### src/rtl/pic_pkg.sv
// pic_pkg: shared definitions for the pic_scalable interrupt controller.
// Holds the register map addresses, CTRL bit positions, the EOI specific-bit
// position, the acknowledge FSM state type and small priority helpers.
package pic_pkg;

  localparam logic [2:0] ADDR_IMR     = 3'd0;
  localparam logic [2:0] ADDR_CTRL    = 3'd1;
  localparam logic [2:0] ADDR_TRIG    = 3'd2;
  localparam logic [2:0] ADDR_VECBASE = 3'd3;
  localparam logic [2:0] ADDR_EOI     = 3'd4;
  localparam logic [2:0] ADDR_ISR     = 3'd5;

  localparam int CTRL_ROTATE = 0;
  localparam int CTRL_AEOI   = 1;
  localparam int CTRL_W      = 2;

  typedef enum logic [0:0] {
    IDLE = 1'b0,
    ACK  = 1'b1
  } pic_state_e;

  // The EOI command flags "specific" in the top bit of the data word.
  function automatic int eoi_spec_bit(input int data_w);
    return data_w - 1;
  endfunction

  // Priority rank of channel c when channel p is the highest: 0 = highest.
  function automatic int prio_rank(input int c, input int p, input int n);
    return (c >= p) ? (c - p) : (c + n - p);
  endfunction

  // Channel following c, wrapping at n.
  function automatic int next_chan(input int c, input int n);
    return (c == n - 1) ? 0 : c + 1;
  endfunction

endpackage

### src/rtl/pic_priority_resolver.sv
// pic_priority_resolver: combinational rotating priority encoder.
// Ports:
//   req_i   - request vector, one bit per channel
//   ptr_i   - channel that currently has the highest priority
//   valid_o - at least one request is set
//   id_o    - highest-priority requesting channel (searching upward from ptr_i)
module pic_priority_resolver
  import pic_pkg::*;
#(
  parameter  int N   = 8,
  localparam int IDW = $clog2(N)
) (
  input  logic [N-1:0]   req_i,
  input  logic [IDW-1:0] ptr_i,
  output logic           valid_o,
  output logic [IDW-1:0] id_o
);

  // Channel visited at rank k when the search starts at p.
  function automatic logic [IDW-1:0] chan_at(input logic [IDW-1:0] p, input int k);
    int s;
    s = int'(p) + k;
    return IDW'((s >= N) ? (s - N) : s);
  endfunction

  // Scan from lowest to highest rank so the highest-priority hit is the last write.
  always_comb begin
    valid_o = 1'b0;
    id_o    = '0;
    for (int k = N - 1; k >= 0; k--) begin
      valid_o = valid_o | req_i[chan_at(ptr_i, k)];
      id_o    = req_i[chan_at(ptr_i, k)] ? chan_at(ptr_i, k) : id_o;
    end
  end

endmodule

### src/rtl/pic_scalable.sv
// pic_scalable: parametrised interrupt controller.
// Ports:
//   CLK, RESET         - clock, asynchronous active-high reset
//   IR                 - asynchronous request lines (bit 0 highest by default)
//   CS/WR/RD/ADDR/WDATA/RDATA - register port; RDATA registered, holds between reads
//   INT                - registered request to the CPU
//   INTA               - one-cycle acknowledge
//   VECTOR/VEC_VALID/SPURIOUS - acknowledge response, valid for one cycle
module pic_scalable
  import pic_pkg::*;
#(
  parameter int N_IRQ       = 8,
  parameter int DATA_W      = 8,
  parameter int SYNC_STAGES = 2
) (
  input  logic              CLK,
  input  logic              RESET,
  input  logic [N_IRQ-1:0]  IR,
  input  logic              CS,
  input  logic              WR,
  input  logic              RD,
  input  logic [2:0]        ADDR,
  input  logic [DATA_W-1:0] WDATA,
  output logic [DATA_W-1:0] RDATA,
  output logic              INT,
  input  logic              INTA,
  output logic [DATA_W-1:0] VECTOR,
  output logic              VEC_VALID,
  output logic              SPURIOUS
);

  localparam int IDW      = $clog2(N_IRQ);
  localparam int SPEC_BIT = eoi_spec_bit(DATA_W);

  logic [SYNC_STAGES-1:0][N_IRQ-1:0] sync_q, sync_d;
  logic [N_IRQ-1:0]  ir_prev_q, ir_prev_d;
  logic [N_IRQ-1:0]  irr_q, irr_d, isr_q, isr_d, imr_q, imr_d, trig_q, trig_d;
  logic [CTRL_W-1:0] ctrl_q, ctrl_d;
  logic [DATA_W-1:0] vecbase_q, vecbase_d, rdata_q, rdata_d, vector_q, vector_d;
  logic [IDW-1:0]    ptr_q, ptr_d;
  logic              int_q, int_d, vec_valid_q, vec_valid_d, spurious_q, spurious_d;
  pic_state_e        state_q, state_d;

  logic [N_IRQ-1:0]  ir_s, rise_s, pend_s, eoi_clr_s, ack_set_s, ack_clr_s;
  logic [IDW-1:0]    ptr_eff_s, win_id_s, isr_id_s;
  logic              win_valid_s, isr_valid_s, wr_en_s, rd_en_s;
  logic [DATA_W-2:0] eoi_id_s;
  int                win_rank_s, isr_rank_s;

  assign ir_s      = sync_q[SYNC_STAGES-1];
  assign rise_s    = ir_s & ~ir_prev_q;
  assign pend_s    = irr_q & ~imr_q;
  assign ptr_eff_s = ctrl_q[CTRL_ROTATE] ? ptr_q : '0;
  assign wr_en_s   = CS & WR;
  assign rd_en_s   = CS & RD;
  assign eoi_id_s  = WDATA[DATA_W-2:0];

  pic_priority_resolver #(.N(N_IRQ)) u_req_res (
    .req_i  (pend_s),
    .ptr_i  (ptr_eff_s),
    .valid_o(win_valid_s),
    .id_o   (win_id_s)
  );

  pic_priority_resolver #(.N(N_IRQ)) u_isr_res (
    .req_i  (isr_q),
    .ptr_i  (ptr_eff_s),
    .valid_o(isr_valid_s),
    .id_o   (isr_id_s)
  );

  // Next-state logic: register writes/reads, EOI, acknowledge FSM, capture and INT.
  always_comb begin
    sync_d      = {sync_q[SYNC_STAGES-2:0], IR};
    ir_prev_d   = ir_s;
    imr_d       = imr_q;
    ctrl_d      = ctrl_q;
    trig_d      = trig_q;
    vecbase_d   = vecbase_q;
    ptr_d       = ptr_q;
    rdata_d     = rdata_q;
    state_d     = state_q;
    vector_d    = vector_q;
    vec_valid_d = 1'b0;
    spurious_d  = 1'b0;
    eoi_clr_s   = '0;
    ack_set_s   = '0;
    ack_clr_s   = '0;

    if (wr_en_s) begin
      case (ADDR)
        ADDR_IMR:     imr_d     = WDATA[N_IRQ-1:0];
        ADDR_CTRL:    ctrl_d    = WDATA[CTRL_W-1:0];
        ADDR_TRIG:    trig_d    = WDATA[N_IRQ-1:0];
        ADDR_VECBASE: vecbase_d = WDATA;
        ADDR_EOI: begin
          if (WDATA[SPEC_BIT]) begin
            if (int'(eoi_id_s) < N_IRQ) begin
              eoi_clr_s[eoi_id_s[IDW-1:0]] = 1'b1;
              ptr_d = ctrl_q[CTRL_ROTATE] ? IDW'(next_chan(int'(eoi_id_s), N_IRQ)) : ptr_d;
            end else begin
              eoi_clr_s = '0;
            end
          end else if (isr_valid_s) begin
            eoi_clr_s[isr_id_s] = 1'b1;
            ptr_d = ctrl_q[CTRL_ROTATE] ? IDW'(next_chan(int'(isr_id_s), N_IRQ)) : ptr_d;
          end else begin
            eoi_clr_s = '0;
          end
        end
        default: imr_d = imr_q;
      endcase
    end else begin
      imr_d = imr_q;
    end

    if (rd_en_s) begin
      case (ADDR)
        ADDR_IMR:     rdata_d = DATA_W'(imr_q);
        ADDR_CTRL:    rdata_d = DATA_W'(ctrl_q);
        ADDR_TRIG:    rdata_d = DATA_W'(trig_q);
        ADDR_VECBASE: rdata_d = vecbase_q;
        ADDR_EOI:     rdata_d = DATA_W'(irr_q);
        ADDR_ISR:     rdata_d = DATA_W'(isr_q);
        default:      rdata_d = '0;
      endcase
    end else begin
      rdata_d = rdata_q;
    end

    // Acknowledge handling; evaluated after EOI so an AEOI rotation takes the pointer.
    case (state_q)
      IDLE: begin
        if (INTA) begin
          state_d     = ACK;
          vec_valid_d = 1'b1;
          if (win_valid_s) begin
            vector_d = vecbase_q + DATA_W'(win_id_s);
            if (!ctrl_q[CTRL_AEOI]) begin
              ack_set_s[win_id_s] = 1'b1;
            end else begin
              ptr_d = ctrl_q[CTRL_ROTATE] ? IDW'(next_chan(int'(win_id_s), N_IRQ)) : ptr_d;
            end
            ack_clr_s[win_id_s] = trig_q[win_id_s];
          end else begin
            vector_d   = vecbase_q + DATA_W'(N_IRQ - 1);
            spurious_d = 1'b1;
          end
        end else begin
          state_d = IDLE;
        end
      end
      ACK:     state_d = IDLE;
      default: state_d = IDLE;
    endcase

    // Edge channels: a new edge beats an acknowledge clear. Level channels track the input.
    irr_d = (trig_q & ((irr_q & ~ack_clr_s) | rise_s)) | (~trig_q & ir_s);
    // An acknowledge set beats an EOI clear of the same bit.
    isr_d = (isr_q & ~eoi_clr_s) | ack_set_s;

    win_rank_s = prio_rank(int'(win_id_s), int'(ptr_eff_s), N_IRQ);
    isr_rank_s = prio_rank(int'(isr_id_s), int'(ptr_eff_s), N_IRQ);
    int_d      = win_valid_s & (~isr_valid_s | (win_rank_s < isr_rank_s));
  end

  // State registers; RESET clears everything at once, including an acknowledge in flight.
  always_ff @(posedge CLK or posedge RESET) begin
    if (RESET) begin
      sync_q      <= '0;
      ir_prev_q   <= '0;
      irr_q       <= '0;
      isr_q       <= '0;
      imr_q       <= '1;
      trig_q      <= '1;
      ctrl_q      <= '0;
      vecbase_q   <= '0;
      ptr_q       <= '0;
      rdata_q     <= '0;
      int_q       <= 1'b0;
      vector_q    <= '0;
      vec_valid_q <= 1'b0;
      spurious_q  <= 1'b0;
      state_q     <= IDLE;
    end else begin
      sync_q      <= sync_d;
      ir_prev_q   <= ir_prev_d;
      irr_q       <= irr_d;
      isr_q       <= isr_d;
      imr_q       <= imr_d;
      trig_q      <= trig_d;
      ctrl_q      <= ctrl_d;
      vecbase_q   <= vecbase_d;
      ptr_q       <= ptr_d;
      rdata_q     <= rdata_d;
      int_q       <= int_d;
      vector_q    <= vector_d;
      vec_valid_q <= vec_valid_d;
      spurious_q  <= spurious_d;
      state_q     <= state_d;
    end
  end

  assign RDATA     = rdata_q;
  assign INT       = int_q;
  assign VECTOR    = vector_q;
  assign VEC_VALID = vec_valid_q;
  assign SPURIOUS  = spurious_q;

endmodule

### config.mk
export PLATFORM = sky130hd
export DESIGN_NAME = pic_scalable
export DESIGN_NICKNAME = d
export VERILOG_FILES = /design/src/rtl/pic_pkg.sv /design/src/rtl/pic_priority_resolver.sv /design/src/rtl/pic_scalable.sv
export SDC_FILE = /design/constraint.sdc
export NUM_CORES = 1
export LEC_CHECK = 0
export CAP_MARGIN = 5
export CORE_MARGIN = 2
export CORE_UTILIZATION = 50
export CTS_CLUSTER_DIAMETER = 150
export CTS_CLUSTER_SIZE = 12
export DETAILED_ROUTE_END_ITERATION = 16
export PLACE_DENSITY = 0.76
export SLEW_MARGIN = 20
export SYNTH_ARGS = -nofsm -noshare
export SYNTH_HDL_FRONTEND = slang
export SYNTH_SLANG_ARGS = --single-unit
export TNS_END_PERCENT = 50
### constraint.sdc
create_clock -name CLK -period 8.16 [get_ports CLK]
set_clock_uncertainty 0.15 [all_clocks]
set_input_delay 1.224 -clock CLK [delete_from_list [all_inputs] [get_ports CLK]]
set_output_delay 1.224 -clock CLK [all_outputs]
set_load 0.02 [all_outputs]
After elaboration in Yosys (flattened, before gate mapping)
Index checks and enable logic that the tools add are counted.
{"block": "totals", "wordCells": 222, "output_inout_bits": 19, "regBits": 89}
{"block": "classes", "reduce_logical": 9, "muxes": 102, "order_cmp": 26, "n_addsub": 26, "n_eq_ne": 8, "n_bitwise": 35}
{"op": "3-bit 2-to-1 mux", "n": 40}
{"op": "8-bit 2-to-1 mux", "n": 13}
{"op": "32-bit 2-to-1 mux", "n": 2}
{"op": "8-bit bitwise AND", "n": 7}
{"op": "1-bit binary-select mux with 3-bit select", "n": 17}
{"op": "8-bit one-hot mux with 6 select lines", "n": 1}
{"op": "3-bit by 4-bit < comparator with 1-bit output (second input constant)", "n": 11}
{"op": "8-bit NOT", "n": 5}
{"op": "32-bit < comparator", "n": 1}
{"op": "4-bit greater-or-equal comparator (second input constant)", "n": 7}
{"op": "1-bit 2-to-1 mux", "n": 25}
{"op": "8-bit OR", "n": 3}
{"op": "3-bit by 1-bit subtractor with 3-bit output (second input constant)", "n": 8}
{"op": "3-bit by 3-bit adder with 4-bit output (second input constant)", "n": 4}
{"op": "1-bit OR", "n": 15}
{"op": "5-bit by 3-bit subtractor with 6-bit output", "n": 2}
{"op": "3-bit by 4-bit adder with 5-bit output (second input constant)", "n": 2}
{"op": "2-bit AND reduction", "n": 5}
{"op": "3-bit by 1-bit adder with 3-bit output (second input constant)", "n": 3}
{"op": "1-bit demux with 3-bit select", "n": 3}
{"op": "3-bit by 1-bit equality test with 1-bit output (second input constant)", "n": 3}
{"op": "3-bit by 1-bit greater-or-equal comparator with 1-bit output (second input constant)", "n": 3}
{"op": "3-bit by 2-bit adder with 4-bit output (second input constant)", "n": 2}
{"op": "8-bit by 3-bit adder with 8-bit output", "n": 1}
{"op": "other kinds (14)", "n": 23}

Longest topological paths before layout
Gate-level depths: netlist (run 1).
{"block": "depth", "depth_word": 27, "mapped_depth": 24}

Cells and area by module
Synthesis (run 1) repeated with hierarchy kept, for this count alone.
{"block": "hier_totals", "hier_cells": 597, "hier_area_um2": 6065.8}
{"module": "pic_scalable", "area_each_um2": 4501.8, "instances": 1, "cells_per_inst": 417}
{"module": "pic_priority_resolver", "area_each_um2": 782.0, "instances": 2, "cells_per_inst": 90}

Worst setup path after synthesis (run 1)
OpenSTA, ideal clock, no wires.
{"block": "synth_timing", "kind": "flip-flop to flip-flop", "from": "register ptr_q[0]", "to": "register int_q, in the netlist INT", "path_buffers": 5, "setup_time_ps": 84, "stages_incl_launch_ff": 24, "slack_ps": 2736, "period_less_slack_ps": 5424, "t_arrival_ps": 5190, "cell_sequence": "dfrtp_1 > and2_4 > buf_8 > inv_4 > buf_6 > buf_2 > buf_2 > ha_1 > buf_2 > clkinv_1 > mux4_2 > a211o_1 > a311o_1 > o221ai_2 > inv_2 > fa_1 > inv_1 > fa_1 > inv_1 > ha_1 > a21o_1 > a2111oi_0 > o21ai_0 > a21boi_0"}
{"block": "synth_between", "elab_chain_len": 20, "elab_cells_between_ends": 108}
{"element": "start: declaration", "line": "pic_scalable.sv:40", "source": "logic [IDW-1:0] ptr_q, ptr_d;"}
{"element": "start signal: assignment", "line": "pic_scalable.sv:194", "source": "ptr_q <= ptr_d;"}
{"element": "3-bit 2-to-1 mux *", "line": "pic_scalable.sv:53", "source": "assign ptr_eff_s = ctrl_q[CTRL_ROTATE] ? ptr_q : '0;"}
{"element": "3-bit by 3-bit adder with 4-bit output", "line": "pic_priority_resolver.sv:22", "source": "s = int'(p) + k;"}
{"element": "4-bit greater-or-equal comparator / 3-bit by 1-bit subtractor with 3-bit output (equally long branches)", "line": "pic_priority_resolver.sv:23", "source": "return IDW'((s >= N) ? (s - N) : s);"}
{"element": "3-bit 2-to-1 mux", "line": "pic_priority_resolver.sv:23"}
{"element": "1-bit binary-select mux with 3-bit select", "line": "pic_priority_resolver.sv:31, pic_priority_resolver.sv:32"}
{"element": "1-bit 2-to-1 mux (not written as such)", "line": "pic_priority_resolver.sv:31, pic_priority_resolver.sv:32"}
{"element": "3-bit 2-to-1 mux (8 in a row)", "line": "pic_priority_resolver.sv:32", "source": "id_o = req_i[chan_at(ptr_i, k)] ? chan_at(ptr_i, k) : id_o;"}
{"element": "3-bit by 4-bit adder with 5-bit output", "line": "pic_pkg.sv:29", "source": "return (c >= p) ? (c - p) : (c + n - p);"}
{"element": "5-bit by 3-bit subtractor with 6-bit output", "line": "pic_pkg.sv:29"}
{"element": "32-bit 2-to-1 mux", "line": "pic_pkg.sv:29"}
{"element": "32-bit < comparator", "line": "pic_scalable.sv:164", "source": "int_d = win_valid_s & (~isr_valid_s | (win_rank_s < isr_rank_s));"}
{"element": "1-bit OR", "line": "pic_scalable.sv:164"}
{"element": "1-bit bitwise AND *", "line": "pic_scalable.sv:164"}
{"element": "net int_d", "line": "pic_scalable.sv:41", "source": "logic int_q, int_d, vec_valid_q, vec_valid_d, spurious_q, spurious_d;"}
{"element": "end signal: assignment", "line": "pic_scalable.sv:196", "source": "int_q <= int_d;"}
{"element": "end: declaration", "line": "pic_scalable.sv:41"}
Mark *: on every way through the listed nets, which the timed path passes. The rest lies on a longest branch. The select of a mux whose other input is x is not followed.
A chain may end at the register's enable or synchronous reset.

Worst setup path in the final report (run 1)
{"block": "layout_timing", "from": "register ctrl_q[0]", "to": "register int_q, in the netlist INT"}
{"block": "layout_between", "elab_chain_len": 20, "elab_cells_between_ends": 108}
{"element": "start: declaration", "line": "pic_scalable.sv:38", "source": "logic [CTRL_W-1:0] ctrl_q, ctrl_d;"}
{"element": "start signal: assignment", "line": "pic_scalable.sv:192", "source": "ctrl_q <= ctrl_d;"}
{"element": "3-bit 2-to-1 mux *", "line": "pic_scalable.sv:53"}
{"element": "3-bit by 3-bit adder with 4-bit output", "line": "pic_priority_resolver.sv:22"}
{"element": "4-bit greater-or-equal comparator / 3-bit by 1-bit subtractor with 3-bit output (equally long branches)", "line": "pic_priority_resolver.sv:23"}
{"element": "3-bit 2-to-1 mux", "line": "pic_priority_resolver.sv:23"}
{"element": "1-bit binary-select mux with 3-bit select", "line": "pic_priority_resolver.sv:31, pic_priority_resolver.sv:32"}
{"element": "1-bit 2-to-1 mux (not written as such)", "line": "pic_priority_resolver.sv:31, pic_priority_resolver.sv:32"}
{"element": "3-bit 2-to-1 mux (8 in a row)", "line": "pic_priority_resolver.sv:32"}
{"element": "3-bit by 4-bit adder with 5-bit output", "line": "pic_pkg.sv:29"}
{"element": "5-bit by 3-bit subtractor with 6-bit output", "line": "pic_pkg.sv:29"}
{"element": "32-bit 2-to-1 mux", "line": "pic_pkg.sv:29"}
{"element": "32-bit < comparator", "line": "pic_scalable.sv:164"}
{"element": "1-bit OR", "line": "pic_scalable.sv:164"}
{"element": "1-bit bitwise AND *", "line": "pic_scalable.sv:164"}
{"element": "net int_d", "line": "pic_scalable.sv:41"}
Marks and branches as above.

==> impl_metrics.ini, run 1 <==
[run_status]
status = complete, no violations

[timing]
fin_crit_sh_pct = 82.2
fin_hold_ws_ns = 0.203
drv_slew = 0
grt_setup_unrepaired = false
slew_headroom_pct = 27.5
hold_violations = 0
fin_tns_setup_ns = 0
tightest_slew_ns = 1.08
setup_viol = 0
fmax_ghz = 0.149
fin_crit_ns = 6.71

[clocking]
clk_pin_slew_ns = 0.06
ctsHtreeMaxLevel = 3
cts_setup_buffers = 0
clock_latency_ns = 0.34
cts_buffer_depth = 2
clock_sink_count = 88
cts_buffers = 9
cts_tree = yes
clockRootBuffer = clkbuf_16
hold_buffers = 0
ctsResizeCount = 0

[yosys]
synthAdderAreaFrac_pct = 4.77
synth-simple-area-share_pct = 15.8
synth_compound_area_share_pct = 20.4
synth_seq_cells = 88
syn_area_sq_um = 6560
synth-async-reset-ratio_pct = 100
yosysSeqAreaShare_pct = 33.9
ys_types = 85
synth_xor_area_share_pct = 1.74
postSynthCellCount = 676
synth_area_per_cell_sq_um = 9.71
ys_warn_count = 0
synthMuxAreaShare_pct = 19.1
synth_ff_type = dfrtp_1
synth_edf_count = 0
synth.net_count = 723
synth_top_family_by_area = compound AO/OA/AOI/OAI gates

[grt]
met3_usage_pct = 3.28
top_usage_layer = met2
use_met2_pct = 45.6
grt_pass1_wl_mm = 30.1
antenna_found_initial = 0
grt-ovfl-total = 0
track_usage_pct = 27.1
grt_max_degree = 54
grt_pass1_vias = 5667
use_met1_pct = 35.1

[route]
vias_per_cell = 6.55
first_pass_iters = 6
antenna_left = 0
drc = 0
drt_iter0_markers = 534
vias = 5722
postRouteWirelength_mm = 19.0
drt-wirelength-per-cell_microns = 21.7

[final_layout]
final_util_pct = 57.9
layout_common_cells = nand2_1, dfrtp_1, o21ai_0, clkdlybuf4s50_1, nor2_1
antennaDiodeCount = 0
areaGrowthSynthToFinish_pct = 12.2
regArea_sq_um = 2220
final_common_cell = nand2_1
stdcell_area_sq_um = 7360
multi_input_area_sq_um = 4050
fillers = 1101
finalNetCount = 743
drive_above_1_share_pct = 16.8

[critical_path]
r2r_cells = 16
critPathMaxFanout = 38
r2r_setup_slack_ns = 1.45
cp.required_ns = 8.26
end_kind = flip-flop
rr_startpoint = ctrl_q[0]
crit_type = flip-flop to flip-flop
r2r_end = INT
crit_arrival_ns = 6.81
critPathLaunchType = flip-flop
setup.worst_path.start = ctrl_q[0]
crit_end = INT

[floorplan]
fp.coreArea_sq_um = 12700
chipHeight_microns = 119
ioPinCount = 44
rows = 41
initial_core_util_pct = 51.6
die-area_sq_um = 14100
die_w_microns = 119

[placed_design]
hpwlAfterDp_mm = 14.2
placed_area_sq_um = 7060
io_buffers = 43
gp_congestion = 1.02

[power_and_ir_drop]
leakage_nw = 2.99
p_total_w = 0.00253
vdd_ir_drop_max_uv = 175
power_density_nw_per_um2 = 344

[run]
maxCapViolCount = 0

[hold_path]
hold_path.class = flip-flop to flip-flop
[cell families (layout without fill, tap and decap cells)]
family,Yosys count,count (layout)
multiplexers,91,91
adder cells (fa/ha/maj),22,22
XOR/XNOR,13,13
flip-flops,88,88
buffers and inverters,65,90
AND/OR/NAND/NOR,207,207
AO/OA/AOI/OAI,190,190
[synthesized netlist by cell type, types with 4 or more instances]
| cell | count | share of area, % |
|---|---|---|
| o211ai_1 | 11 | 1.3 |
| dfstp_2 | 16 | 6.4 |
| buf_2 | 9 | 0.69 |
| a31oi_1 | 6 | 0.57 |
| nand2_1 | 76 | 4.3 |
| nand2b_1 | 13 | 1.2 |
| xnor2_1 | 7 | 0.93 |
| o221ai_1 | 6 | 0.80 |
| and3_1 | 7 | 0.67 |
| xor2_1 | 6 | 0.80 |
| ha_1 | 17 | 3.2 |
| mux2_2 | 35 | 6.0 |
| a211o_1 | 4 | 0.53 |
| mux2i_1 | 31 | 4.7 |
| a21oi_1 | 27 | 2.1 |
| and2_1 | 7 | 0.67 |
| nor2_1 | 38 | 2.2 |
| dfrtp_1 | 72 | 27 |
| or3_1 | 5 | 0.48 |
| clkbuf_1 | 23 | 1.3 |
| o31ai_1 | 6 | 0.69 |
| nor2b_1 | 9 | 0.86 |
| or2_2 | 6 | 0.57 |
| a32o_1 | 9 | 1.4 |
| a221oi_1 | 5 | 0.67 |
| nand3_1 | 15 | 1.1 |
| a211oi_1 | 7 | 0.80 |
| a21o_1 | 8 | 0.92 |
| a21boi_0 | 9 | 1.0 |
| inv_1 | 21 | 1.2 |
| fa_1 | 5 | 1.5 |
| o21ai_0 | 47 | 3.6 |
| mux4_2 | 23 | 7.9 |
| nor3_1 | 5 | 0.38 |
| buf_1 | 4 | 0.23 |
[worst max-delay path, cell delays in order, from the launching register on]
cell       delay [ns]
dfrtp_1          1.03
and2_4           0.47
inv_4            0.19
ha_1             0.30
xnor2_1          0.88
nor2_1           0.24
or3_1            0.45
a21oi_1          0.28
o31ai_1          0.13
a32oi_2          0.53
inv_1            0.13
fa_1             0.49
a221o_1          0.34
ha_1             0.29
a2111oi_0        0.38
o21ai_0          0.14
a21boi_0         0.19
[layout make-up]
| type | instances | share of cell area (%) |
|---|---|---|
| Multi-Input combinational cell | 523 | 55.0 |
| Sequential cell | 88 | 30.2 |
| Timing Repair Buffer | 49 | 6.46 |
| Clock buffer | 12 | 3.35 |
| Tap cell | 172 | 2.92 |
| Inverter | 25 | 1.33 |
| Clock inverter | 4 | 0.731 |
[routing by layer]
layer	routed length, microns	part of all wire, %
met2	9200	49
met5	0	0
met1	7730	41
met4	669	3.5
met3	1360	7.2
[power by group]
| part | leakage [nW] | internal [W] | total, W | switching [W] |
|---|---|---|---|---|
| sequential | 1.03 | 0.000541 | 0.000681 | 0.000140 |
| clock | 0.139 | 0.000246 | 0.000410 | 0.000164 |
| combinational | 1.83 | 0.000621 | 0.00144 | 0.000823 |
[stage by stage]
| stage | cells | setup WS (ns) |
|---|---|---|
| 5_1_grt | 873 | 0.934 |
| 6_report | 873 | 1.45 |
| 3_5_place_dp | 857 | 1.59 |
| 2_1_floorplan | 676 | 2.74 |
| 4_1_cts | 873 | 1.54 |
| 3_3_place_gp | 857 | 1.83 |
[sequential cells by signal (all words and copies together) (netlist names), 2 cells and up]
signal / count
irr_q: 8
ptr_q: 3
ir_prev_q: 8
isr_q: 8
imr_q: 8
RDATA: 8
ir_prev_d: 8
VECTOR: 8
trig_q: 8
ctrl_q: 2
sync_d: 8
vecbase_q: 8
[worst min path at each step]
stage               startpoint      endpoint  slack (ns)  cells after the start
floorplan            sync_d[8]  ir_prev_d[0]        0.18                      0
global placement    sync_d[10]  ir_prev_d[2]        0.18                      0
detailed placement   sync_d[8]  ir_prev_d[0]        0.19                      0
CTS                  sync_d[8]  ir_prev_d[0]        0.20                      0
global route        sync_d[10]  ir_prev_d[2]        0.21                      0
finish              sync_d[11]  ir_prev_d[3]        0.20                      0
Note: power is estimated with default switching activity, not from simulation.
==> run 2, diff against run 1 <==
==> constraint.sdc (replaced) <==
create_clock -name CLK -period 6.5 [get_ports CLK]
set_clock_uncertainty 0.15 [all_clocks]
set_input_delay 0.975 -clock CLK [delete_from_list [all_inputs] [get_ports CLK]]
set_output_delay 0.975 -clock CLK [all_outputs]
set_load 0.02 [all_outputs]
==> run 2 against run 1 <==
Hold slack worse by 0.0087 ns. Largest cell class unchanged. Non-clock buffer count is 5 higher. First-iteration DRC count is 14% higher.
==> impl_metrics.ini, run 2 (synthesized netlist as in run 1, its figures left out) <==
[clocking]
clockRootBuffer = clkbuf_16
cts_buffer_depth = 2
clock_latency_ns = 0.34
cts_buffers = 9
clock_sink_count = 88
cts_tree = yes
hold_buffers = 0
ctsHtreeMaxLevel = 3
clk_pin_slew_ns = 0.06
cts_setup_buffers = 0
ctsResizeCount = 0

[route]
routed.top_layer = met4
drc = 0
first_pass_iters = 5
wl_met1_mm = 7.95
vias = 5766
antenna_left = 0
wl_met2_mm = 9.21
met3_length_mm = 1.47
drt_iter0_markers = 608
postRouteWirelength_mm = 19.3
drt-wirelength-per-cell_microns = 22.0
vias_per_cell = 6.57

[floorplan]
chipHeight_microns = 119
ioPinCount = 44
initial_core_util_pct = 51.6
die-area_sq_um = 14100
fp.coreArea_sq_um = 12700
die_w_microns = 119
rows = 41

[timing]
fin_crit_ns = 5.66
fin_tns_setup_ns = 0
tightest_slew_ns = 1.09
setup_viol = 0
grt_setup_unrepaired = false
slew_headroom_pct = 26.7
fin_crit_sh_pct = 87.0
drv_slew = 0
fmax_ghz = 0.177
hold_violations = 0

[grt]
grt_pass1_wl_mm = 30.8
grt_pass1_vias = 5591
track_usage_pct = 27.8
grt-ovfl-total = 0
grt_max_degree = 71
antenna_found_initial = 0

[hold_path]
whs_endpoint = ir_prev_d[2]
hold_start = sync_d[10]
whs_path_depth = 0
hold_path.class = flip-flop to flip-flop

[critical_path]
rr_startpoint = ctrl_q[0]
crit_type = flip-flop to flip-flop
crit_arrival_ns = 5.76
cp.required_ns = 6.61
r2r_cells = 18
critPathMaxFanout = 29
critPathLaunchType = flip-flop
r2r_setup_slack_ns = 0.84
end_kind = flip-flop
r2r_end = INT

[final_layout]
antennaDiodeCount = 0
finalNetCount = 748
drive_above_1_share_pct = 17.6
layout_common_cells = nand2_1, dfrtp_1, o21ai_0, clkdlybuf4s50_1, nor2_1
final_cells = 878
fillers = 1135
areaGrowthSynthToFinish_pct = 13.0
final_common_cell = nand2_1

[placed_design]
gp_congestion = 0.939
hpwlAfterDp_mm = 14.5
dpl.cell_count = 862
io_buffers = 43

[power_and_ir_drop]
power_density_nw_per_um2 = 434
leakage_nw = 3.04
vdd_ir_drop_max_uv = 219

[run]
maxCapViolCount = 0

[run_status]
status = complete, no violations
==> run 2: cell types whose count changed in the layout (fill, tap and decap cells not counted) <==
cell,change
clkbuf_8,-1
bufinv_16,+1
buf_4,+5
clkbuf_1,-1
clkinvlp_4,-2
clkinv_2,+3
==> run 2: worst max-delay path: stages (launching register included) <==
cell       delay (ns)
dfrtp_1          0.35
and2_4           0.32
inv_4            0.20
ha_1             0.60
clkinv_1         0.19
buf_4            0.21
mux4_2           0.46
a32o_1           0.24
o22ai_1          0.23
a21oi_1          0.15
o31ai_1          0.33
a32oi_2          0.32
ha_1             0.41
a21oi_1          0.10
a221o_1          0.36
ha_1             0.29
a2111oi_0        0.34
o21ai_0          0.14
a21boi_0         0.19
==> run 2: per-layer routing <==
| layer | GRT usage, % | up-vias |
|---|---|---|
| met5 | 0 | - |
| met4 | 12.4 | 0 |
| met3 | 4.10 | 58 |
| met2 | 44.3 | 315 |
| met1 | 37.7 | 2801 |
| li1 | - | 2592 |
==> run 2: where the power goes <==
group	switching (W)	internal, W	leakage, nW
clock network	0.000203	0.000335	0.156
logic	0.00107	0.000791	1.85
registers	0.000138	0.000680	1.03
total	0.00141	0.00181	3.04
==> run 2: worst max path at each step <==
stage,start,end,slack [ns]
after floorplan,ptr_q[0],INT,1.08
after global placement,ptr_q[0],INT,1.04
after detailed placement,ctrl_q[0],INT,0.92
after CTS,ctrl_q[0],INT,0.89
after global routing,ptr_q[0],INT,0.24
final,ctrl_q[0],INT,0.84
==> run 2: layout make-up <==
cell class,instances,area (sq um),area share (%)
clock inverters,6,83.8,1.13
multi-input cells,523,4050,54.7
flip-flops and latches,88,2220,30.0
repair buffers,54,513,6.92
well taps,172,215,2.90
clock buffers,10,229,3.09
inverters,25,97.6,1.32
==> run 2: through the flow <==
stage          hold slack, ns  utilization (%)  area [sq um]  power (W)  setup slack [ns]
2_1_floorplan           0.181                -          6560    0.00211              1.08
3_3_place_gp            0.181             55.8          7100    0.00259              1.04
3_5_place_dp            0.186             55.8          7100    0.00265             0.917
4_1_cts                 0.198             58.3          7410    0.00320             0.889
5_1_grt                 0.203             58.3          7410    0.00344             0.235
6_report                0.194             58.3          7410    0.00322             0.844
==> run 3, diff against run 2 <==
--- a/config.mk
+++ b/config.mk
@@ -11,7 +11,8 @@
 export CTS_CLUSTER_DIAMETER = 150
 export CTS_CLUSTER_SIZE = 12
 export DETAILED_ROUTE_END_ITERATION = 16
-export PLACE_DENSITY = 0.76
+export DONT_BUFFER_PORTS = 1
+export PLACE_DENSITY = 0.72
 export SLEW_MARGIN = 20
 export SYNTH_ARGS = -nofsm -noshare
 export SYNTH_HDL_FRONTEND = slang
==> constraint.sdc (replaced) <==
create_clock -name CLK -period 6.5 [get_ports CLK]
set_clock_uncertainty 0.15 [all_clocks]
set_input_delay 1.3 -clock CLK [delete_from_list [all_inputs] [get_ports CLK]]
set_output_delay 1.3 -clock CLK [all_outputs]
set_load 0.02 [all_outputs]
==> run 3 against run 2 <==
Largest cell class unchanged. Cell count fell by 4.6%. Sequential cell count did not move. Largest power group unchanged. Register-to-register slack got worse by 0.09 ns. Total power fell by 4.2%. Core utilization fell by 3.3 points. Design area fell by 5.6%. Hold slack improved by 0.0048 ns.
==> impl_metrics.ini, run 3 (synthesized netlist as in run 1, its figures left out) <==
[route]
drt-wirelength-per-cell_microns = 22.0
vias = 5511
drt_iter0_markers = 560
antenna_left = 0
drc = 0
first_pass_iters = 6
vias_per_cell = 6.58
postRouteWirelength_mm = 18.5

[grt]
track_usage_pct = 27.0
grt_max_degree = 56
grt_pass1_vias = 5465
grt-ovfl-total = 0
grt_pass1_wl_mm = 29.8
antenna_found_initial = 0

[floorplan]
rows = 41
initial_core_util_pct = 51.6
chipHeight_microns = 119
die_w_microns = 119
fp.coreArea_sq_um = 12700
ioPinCount = 44
die-area_sq_um = 14100

[power_and_ir_drop]
p_switching_w = 0.00138
swShare_pct = 44.8
p_seq_share_pct = 28.5
vdd_ir_drop_max_uv = 289
power.share.clock_pct = 16.9
internal_power_w = 0.00170
p_comb_share_pct = 54.6
power_density_nw_per_um2 = 441
leakage_nw = 2.88

[clocking]
clockRootBuffer = clkbuf_16
ctsHtreeMaxLevel = 3
cts_setup_buffers = 0
clock_sink_count = 88
hold_buffers = 0
cts_buffers = 9
clock_latency_ns = 0.34
cts_buffer_depth = 2
clk_pin_slew_ns = 0.06
cts_tree = yes
ctsResizeCount = 0

[final_layout]
finalNetCount = 708
final_common_cell = nand2_1
layout_common_cells = nand2_1, dfrtp_1, o21ai_0, nor2_1, mux2_2
antennaDiodeCount = 0
stdcell_area_sq_um = 7000
drive_above_1_share_pct = 19.2
final_util_pct = 55.0
areaGrowthSynthToFinish_pct = 6.64

[hold_path]
whs_endpoint = ir_prev_d[4]
whs_path_depth = 0
hold_start = sync_d[12]
hold_path.class = flip-flop to flip-flop

[critical_path]
max_stage_delay_ns = 0.77
r2r_cells = 17
critPathLaunchType = flip-flop
cp_slowest_cell = dfrtp_1
critPathMaxFanout = 19
r2r_end = INT
crit_type = flip-flop to flip-flop
r2r_setup_slack_ns = 0.75
end_kind = flip-flop
cp.required_ns = 6.61
crit_chain = nand2_2 -> ha_1 -> clkinv_1 -> mux4_2 -> a211o_1 -> a311o_1 -> o221ai_2 -> inv_2 -> fa_1 -> inv_1 -> fa_1 -> inv_1 -> ha_1 -> a21o_1 -> a2111oi_0 -> o21ai_0 -> a21boi_0
path_buf_inv = 4
crit_arrival_ns = 5.86
cpLargestDelayFamily = compound AO/OA/AOI/OAI gates
rr_startpoint = ptr_q[1]

[placed_design]
placed_area_sq_um = 6690
gp_congestion = 0.939
hpwlAfterDp_mm = 14.1
io_buffers = 0

[run_status]
status = complete, no violations

[timing]
grt_setup_unrepaired = false
fin_tns_setup_ns = 0
drv_slew = 0
hold_violations = 0
fin_crit_sh_pct = 88.4
tightest_slew_ns = 0.895
fin_crit_ns = 5.75
slew_headroom_pct = 40.1
fmax_ghz = 0.174
setup_viol = 0

[run]
maxCapViolCount = 0
==> run 3: cell types whose count changed in the layout (fill, tap and decap cells not counted), sizes merged <==
cell and change:
buf +3, bufinv -1, clkbuf -1, clkdlybuf4s50 -43, clkinv -2, clkinvlp +1
inv +3
==> run 3: worst max-delay path by stage <==
stage / endpoint / depth (start not counted) / startpoint
2_1_floorplan: INT / 23 / ptr_q[0]
3_3_place_gp: INT / 17 / ptr_q[1]
3_5_place_dp: INT / 17 / ptr_q[1]
4_1_cts: INT / 17 / ptr_q[1]
5_1_grt: INT / 17 / ptr_q[1]
6_report: INT / 17 / ptr_q[1]
==> run 3: per-stage QoR <==
step	setup WS (ns)	instances	hold slack [ns]	total power (W)
6_report	0.751	838	0.199	0.00309
5_1_grt	0.414	838	0.207	0.00332
2_1_floorplan	1.08	676	0.181	0.00211
4_1_cts	0.778	838	0.201	0.00308
3_3_place_gp	0.975	822	0.181	0.00251
3_5_place_dp	0.808	822	0.187	0.00254
==> run 3: layer usage <==
layer | global-route usage, % | routed length [microns]
met3 | 5.45 | 1330
met5 | 0 | 0
met2 | 44.0 | 8850
met1 | 35.5 | 7680
met4 | 10.4 | 627
==> run 3: layout make-up <==
type	count	area [sq um]
clock inverters	7	77.6
repair buffers	14	105
well taps	172	215
clock buffers	9	225
multi-input cells	523	4050
fillers	1161	5730
flip-flops and latches	88	2220
inverters	25	97.6
==> run 3: power groups by stage <==
stage | Combinational, W | Clock, W | Sequential (W)
after detailed placement | 0.00166 | 0 | 0.000883
final | 0.00169 | 0.000520 | 0.000879
after CTS | 0.00167 | 0.000531 | 0.000874
after floorplan | 0.00131 | 0 | 0.000796
after global routing | 0.00187 | 0.000552 | 0.000892
after global placement | 0.00163 | 0 | 0.000878
